--- src/rtl/layernorm_scheduler.sv ---
`default_nettype none
// =============================================================================
// layernorm_scheduler : round-robin job scheduler for a shared layernorm
// datapath (param fetch, token read issue, result write-back).  Rev 1.0
// =============================================================================
module layernorm_scheduler #(
  parameter  int NREQ = 4,
  parameter  int AW   = 10,
  parameter  int CW   = 8,
  localparam int OW   = (NREQ > 1) ? $clog2(NREQ) : 1
) (
  input  logic                    clk,
  input  logic                    rst_n,
  input  logic [NREQ-1:0]         req_valid,
  input  logic [NREQ-1:0][AW-1:0] req_base,
  input  logic [NREQ-1:0][CW-1:0] req_count,
  input  logic [NREQ-1:0][1:0]    req_bank,
  output logic [NREQ-1:0]         req_ready,
  output logic [1:0]              par_sel,
  output logic                    par_load,
  input  logic                    par_ack,
  input  logic                    hold,
  output logic                    rd_en,
  output logic [AW-1:0]           rd_addr,
  output logic                    ln_valid_in,
  input  logic                    ln_valid_out,
  output logic                    wr_en,
  output logic [AW-1:0]           wr_addr,
  output logic [NREQ-1:0]         done,
  output logic [OW-1:0]           owner,
  output logic                    busy,
  output logic                    err
);

  localparam logic [2:0] S_IDLE   = 3'd0;
  localparam logic [2:0] S_PARAM  = 3'd1;
  localparam logic [2:0] S_STREAM = 3'd2;
  localparam logic [2:0] S_DRAIN  = 3'd3;
  localparam logic [2:0] S_DONE   = 3'd4;

  localparam logic [CW:0] CNT_ONE = {{CW{1'b0}}, 1'b1};

  logic [2:0]    state_q,  state_d;
  logic [OW-1:0] owner_q,  owner_d;
  logic [OW-1:0] rr_q,     rr_d;
  logic [AW-1:0] base_q,   base_d;
  logic [CW:0]   count_q,  count_d;
  logic [CW:0]   issue_q,  issue_d;
  logic [CW:0]   wcnt_q,   wcnt_d;
  logic [1:0]    bank_q,   bank_d;
  logic [1:0]    cbank_q,  cbank_d;
  logic          cvalid_q, cvalid_d;
  logic          pload_q,  pload_d;
  logic          lvi_q,    lvi_d;
  logic          err_q,    err_d;

  logic          w_gnt_any;
  logic [OW-1:0] w_gnt_idx;
  logic          w_grant;
  logic          w_last_issue;
  logic          w_wr_ok;
  logic          w_last_write;

  // Round-robin search: the lowest offset from rr_q wins, so scan downward.
  always_comb begin
    w_gnt_any = 1'b0;
    w_gnt_idx = '0;
    for (int k = NREQ - 1; k >= 0; k--) begin
      if (req_valid[(int'(rr_q) + k) % NREQ]) begin
        w_gnt_any = 1'b1;
        w_gnt_idx = OW'((int'(rr_q) + k) % NREQ);
      end
    end
  end

  assign w_grant      = rst_n && (state_q == S_IDLE) && w_gnt_any;
  assign w_last_issue = rd_en && ((issue_q + CNT_ONE) == count_q);
  assign w_wr_ok      = ln_valid_out && (wcnt_q < count_q) &&
                        ((state_q == S_STREAM) || (state_q == S_DRAIN));
  assign w_last_write = w_wr_ok && ((wcnt_q + CNT_ONE) == count_q);

  // State register
  always_ff @(posedge clk or negedge rst_n) begin
    if (!rst_n) begin
      state_q <= S_IDLE;
    end else begin
      state_q <= state_d;
    end
  end

  // Next-state logic
  always_comb begin
    state_d = state_q;
    case (state_q)
      S_IDLE: begin
        if (w_grant) begin
          if (req_count[w_gnt_idx] == '0) begin
            state_d = S_DONE;
          end else if (!cvalid_q || (req_bank[w_gnt_idx] != cbank_q)) begin
            state_d = S_PARAM;
          end else begin
            state_d = S_STREAM;
          end
        end
      end
      S_PARAM: begin
        if (par_ack) begin
          state_d = S_STREAM;
        end
      end
      S_STREAM: begin
        if (w_last_issue) begin
          state_d = S_DRAIN;
        end
      end
      S_DRAIN: begin
        if (w_last_write || (wcnt_q == count_q)) begin
          state_d = S_DONE;
        end
      end
      S_DONE:  state_d = S_IDLE;
      default: state_d = S_IDLE;
    endcase
  end

  // Job context, bank cache, counters and error tracking
  always_comb begin
    owner_d  = owner_q;
    rr_d     = rr_q;
    base_d   = base_q;
    count_d  = count_q;
    issue_d  = issue_q;
    wcnt_d   = wcnt_q;
    bank_d   = bank_q;
    cbank_d  = cbank_q;
    cvalid_d = cvalid_q;
    if (w_grant) begin
      owner_d = w_gnt_idx;
      rr_d    = OW'((int'(w_gnt_idx) + 1) % NREQ);
      base_d  = req_base[w_gnt_idx];
      count_d = {1'b0, req_count[w_gnt_idx]};
      bank_d  = req_bank[w_gnt_idx];
      issue_d = '0;
      wcnt_d  = '0;
    end
    if (rd_en) begin
      issue_d = issue_q + CNT_ONE;
    end
    if (w_wr_ok) begin
      wcnt_d = wcnt_q + CNT_ONE;
    end
    if ((state_q == S_PARAM) && par_ack) begin
      cvalid_d = 1'b1;
      cbank_d  = bank_q;
    end
    pload_d = (state_q != S_PARAM) && (state_d == S_PARAM);
    lvi_d   = rd_en;
    err_d   = err_q | (ln_valid_out && !w_wr_ok) |
              (par_ack && (state_q != S_PARAM));
  end

  always_ff @(posedge clk or negedge rst_n) begin
    if (!rst_n) begin
      owner_q  <= '0;
      rr_q     <= '0;
      base_q   <= '0;
      count_q  <= '0;
      issue_q  <= '0;
      wcnt_q   <= '0;
      bank_q   <= '0;
      cbank_q  <= '0;
      cvalid_q <= 1'b0;
      pload_q  <= 1'b0;
      lvi_q    <= 1'b0;
      err_q    <= 1'b0;
    end else begin
      owner_q  <= owner_d;
      rr_q     <= rr_d;
      base_q   <= base_d;
      count_q  <= count_d;
      issue_q  <= issue_d;
      wcnt_q   <= wcnt_d;
      bank_q   <= bank_d;
      cbank_q  <= cbank_d;
      cvalid_q <= cvalid_d;
      pload_q  <= pload_d;
      lvi_q    <= lvi_d;
      err_q    <= err_d;
    end
  end

  // Output logic
  always_comb begin
    req_ready = '0;
    if (w_grant) begin
      req_ready[w_gnt_idx] = 1'b1;
    end
    done = '0;
    for (int k = 0; k < NREQ; k++) begin
      done[k] = (state_q == S_DONE) && (owner_q == OW'(k));
    end
    par_sel     = (state_q == S_PARAM) ? bank_q : cbank_q;
    par_load    = (state_q == S_PARAM) && pload_q;
    rd_en       = (state_q == S_STREAM) && !hold;
    rd_addr     = rd_en ? (base_q + AW'(issue_q)) : '0;
    wr_en       = w_wr_ok;
    wr_addr     = w_wr_ok ? (base_q + AW'(wcnt_q)) : '0;
    ln_valid_in = lvi_q;
    owner       = owner_q;
    busy        = (state_q != S_IDLE);
    err         = err_q;
  end

endmodule
`default_nettype wire

--- config.mk ---
export PLATFORM = sky130hd
export DESIGN_NAME = layernorm_scheduler
export DESIGN_NICKNAME = d
export VERILOG_FILES = /design/src/rtl/layernorm_scheduler.sv
export SDC_FILE = /design/constraint.sdc
export NUM_CORES = 1
export LEC_CHECK = 0
export CORE_MARGIN = 2
export CORE_UTILIZATION = 33
export DETAILED_ROUTE_END_ITERATION = 6
export HOLD_SLACK_MARGIN = 0.08
export SYNTH_ARGS = -nofsm -noshare
export SYNTH_HDL_FRONTEND = slang
export SYNTH_SLANG_ARGS = --single-unit
export TNS_END_PERCENT = 10
--- constraint.sdc ---
create_clock -name clk -period 2.35 [get_ports clk]
set_input_delay 0.3525 -clock clk [delete_from_list [all_inputs] [get_ports clk]]
set_output_delay 0.3525 -clock clk [all_outputs]
set_load 0.005 [all_outputs]
# --- Word level (Yosys, flattened, before mapping) ---
# Index checks and enable logic that the tools add are counted.
totals:
  ff_bits: 51
  input_bits: 89
  output_inout_bits: 38
  wordCells: 119
classes:
  addsub: 8
  magnitude_cmp: 7
  eq_ne: 13
  n_mux: 41
  bitwise_logic: 5
  reduce_logical: 32
op_table:
  columns: ["cell", "n"]
  rows:
  - ["$mux 10", 3]
  - ["$eq 9x8->1", 3]
  - ["$mux 9", 3]
  - ["$add 10x9->10", 2]
  - ["$bmux 10 s2", 1]
  - ["$add 9x1->9 const B", 2]
  - ["$logic_and 1x1->1", 17]
  - ["$bmux 8 s2", 1]
  - ["$mux 3", 5]
  - ["$mux 2", 7]
  - ["$lt 3x4->1 const B", 3]
  - ["$mux 1", 12]
  - ["$pmux 3 s4", 1]
  - ["$lt 9x8->1", 1]
  - ["$bmux 1 s2", 4]
  - ["$logic_not 8->1", 1]
  - ["$mux 8", 1]
  - ["$eq 3x1->1 const B", 2]
  - ["$eq 3x2->1 const B", 2]
  - ["$lt 2x3->1 const B", 2]
  - ["$reduce_or 2->1", 3]
  - ["$add 2x1->2 const B", 2]
  - ["$add 2x2->2 const B", 2]
  - ["$bmux 2 s2", 1]
  - ["other kinds (16)", 25]

# --- Longest topological paths before layout ---
depth:
  word_depth: 20
  ltp_mapped: 11
  ltp_nobuf: 11

# --- Least setup slack after synthesis ---
# Ideal clock, no wire load.
synth_path:
  path_kind: "register to output"
  from: "register base_q[1]"
  to: "output wr_addr[9]"
  arrival_ps: 2089
  required_time_ps: 1997
  slack_ps: -91
  path_stages_with_launch: 10
  path_buffers: 0
  cell_sequence: "dfrtp_1 ha_1 a21o_1 a21oi_1 o21bai_1 a2111oi_0 nor3_1 a31oi_1 xor2_1 nor2_1"
synth_between:
  elab_chain_len: 2
synth_rtl:
  columns: ["element", "line", "rtl"]
  rows:
  - ["from (decl)", "46", "logic [AW-1:0] base_q, base_d;"]
  - ["from (signal assigned)", "179", "base_q <= base_d;"]
  - ["$add 10x9->10", "207", "wr_addr = w_wr_ok ? (base_q + AW'(wcnt_q)) : '0;"]
  - ["$mux 10", "207", null]
  - ["to (decl)", "28", "output logic [AW-1:0] wr_addr,"]
# Every way passes these cells.

# --- Worst setup path in the final report ---
layout_path:
  from: "register base_q[0]"
  to: "output wr_addr[9]"
# Same word-level chain as after synthesis.

==> results.md <==
- Vias in the first global route: between 4k and 5k
- Critical Path End Type: output port
- Final core occ: 56.9%
- RSZ-0062 raised after global routing: yes
- FP Rows: between 40 and 50
- CTS sink count: 51
- # hold bufs at CTS: 0
- Io pins: 127
- PD cells: 985 nW/um^2
- Fraction of registers with async set/reset: 100%
- VDD IR max: 0.000453 V
- Core area: 12700 sq um
- Yosys warnings: 0
- Area share of the largest cell type after synthesis: 29.4%
- Maximum buffer depth of the clock tree: 2
- Initial DRC Count: 386
- Maxcap violations: 0
- Place WS: -0.596 ns
- Reg area: 1280 sq um
- Critical Path AT: roughly 2.6 ns
- HPWL after DPL: 11600 microns
- Nets: 918
- DIE HEIGHT: 119 microns
- CTS tree: yes
- Cells after Synth: between 500 and 600
- CTS H-tree lvls: 2
- DR DRC count: 0
- Syn_area_per_cell: 7.88 sq um
- Crit path time final: 2.91 ns
- Post-route cell area: just over 7000 sq um
- Total track usage: 21.1%
- Worst hold-check path type: input port to async pin
- Grt total ovfl: 0
- Num CTS Buffers: 5
- Max Slew Vio Count: 0
- Final worst-path cycle share: 124%
- Post-route ant nets: 0
- Area grow syn2layout: 67.0%
- Die width: 119 microns
- First-pass GRT wire length: 24200 microns
- GPL Wtd Cong: a little under 0.9
- Avg WL per Cell: 15.4 microns
- Largest net degree at the start of global routing: 52
- Die Footprint: 14100 sq um
- Number of diodes: 0
- Dominant cells by area after synthesis: dfrtp_1, ha_1, nand2_1
- Slew HR: 55.5%
- Synth Register Bits: 51
- Starting Density: 34.1%
- Layout cell share with drive strength beyond 1: 29.3%
- Mapped cell area: 4340 sq um
- Top FF cell, synth: dfrtp_1
- CTS root buffer: clkbuf_16
- Biggest area consumer among synthesized cells: dfrtp_1
- Number of synthesized flops with an enable pin: 0
- Placed Instances: between 900 and 1k
- Final setup TNS: -10.69 ns
- Register area share after synthesis: a little under 30%
- Setup CP Type: flop to output port
- Outcome: finished with violations
- Maximum clock frequency: between 300 and 400 MHz
- Post-DP Area: 6640 sq um
- Setup crit start kind: flop
- I/O Buffers: 126
- Failing checks: negative setup slack
- Pleak: ~3.3 nW
- Most common cell in the netlist: nand2_1
- Pre-antenna DRT Iters: 4
- CP required: 2.00 ns
- Number of antenna violations at the first check in global routing: 0
- Worst-path maximum fanout: 3
- Clock-pin slew on the worst setup and hold paths: 0.07 ns
- Via count: slightly below 5k
- Most frequent cells after synthesis: nand2_1, dfrtp_1, nor2_1, nand3_1, o21ai_0
- Final Hold Vio Count: 0
- Filler cell count: 1185
- Clock skew: 0.00467 ns
- Multi-input logic area: 3230 sq um
- Net count after synthesis: 673
- Non-Filler Instances: 968
- Yosys cell types: 51
- WL final: around 15000 microns
- Worst-Skew Late Latency: ~0.3 ns
- Final Worst Setup Slack: -0.562 ns
- Final setup violation count: 37
- Slew of the pin with the lowest slew margin: 0.667 ns
- Vias/cell: a little over 5
-- kinds of logic after synthesis --
family / synth area share, %
mux: 2.89
xor+xnor: 8.48
flops: 29.4
compound gates: 20.8
fa+ha+maj: 10.2
simple gates: 23.9
buf+inv: 4.27
-- layout by cell type, fill, tap and decap left out, drive strengths merged, types with 8 or more instances in the layout --
cell and instances:
buf 149, nand2 107, clkdlybuf4s50 101, dfrtp 51, nor2 38, nand3 37, o21ai 36, ha 32
xnor2 26, inv 20, a211oi 18, a21oi 17, xor2 16, o31ai 16, a21boi 16, and2 9
nor3 9, mux2i 8, clkbuf 8
-- final cells by class --
cell class / count / share of cell area, %
Multi-Input combinational cell: 454 / 44.7
Timing Repair Buffer: 265 / 31.7
Sequential cell: 51 / 17.7
Tap cell: 172 / 2.97
Clock buffer: 5 / 1.73
Inverter: 18 / 1.00
Clock inverter: 3 / 0.311
-- flip-flops by register name, indices dropped and copies added, names as in the netlist, 2 cells and up --
register / cells
base_q: 10
issue_q: 9
wcnt_q: 9
count_q: 8
state_q: 3
bank_q: 2
cbank_q: 2
owner: 2
rr_q: 2
-- where the power goes --
group	switching, W	total [W]	internal [W]
clock	0.000342	0.000743	0.000401
sequential	0.000304	0.00148	0.00117
combinational	0.00240	0.00491	0.00251
total	0.00305	0.00713	0.00408
-- per-layer routing --
metal / track usage (%) / routed length [microns]
met1: 27.7 / 6540
met2: 35.5 / 7320
met4: 6.18 / 243
met5: 0 / 0
met3: 3.38 / 830
-- final timing paths --
path | from | endpoint | slack, ns | cells past startpoint
worst max-delay path | base_q[0] | wr_addr[9] | -0.56 | 12
worst min register to register | err | err | 0.50 | 1
max in group asynchronous | rst_n | wcnt_q[3] | 1.60 | 2
worst min-delay path | rst_n | issue_q[7] | 0.27 | 2
min in group clk | err | err | 0.50 | 1
worst max register to register | wcnt_q[0] | err | -0.34 | 13
-- stage by stage --
step,power [W],hold WS (ns)
after floorplan,0.00374,0.0569
after global placement,0.00575,0.479
after detailed placement,0.00584,0.483
after CTS,0.00697,0.310
after global routing,0.00772,0.337
final,0.00713,0.274
-- what timing repair did --
action | CTS | global route
setup endpoints to repair | 40 | 38
pin swaps | 36 | 27
gates resized for setup | 110 | 32
buffers inserted | 19 | 5
gates cloned | 1 | 0
-- worst max-delay path, stage by stage, from the launching register on --
cell       delay (ns)
dfrtp_1          0.40
buf_4            0.15
ha_4             0.16
a21o_1           0.20
a21oi_2          0.18
o21bai_1         0.10
a2111oi_1        0.34
nor3_1           0.12
buf_4            0.16
a31oi_4          0.15
xor2_1           0.15
nor2_1           0.05
buf_2            0.12
No activity file was read; power rests on OpenSTA's default activity.
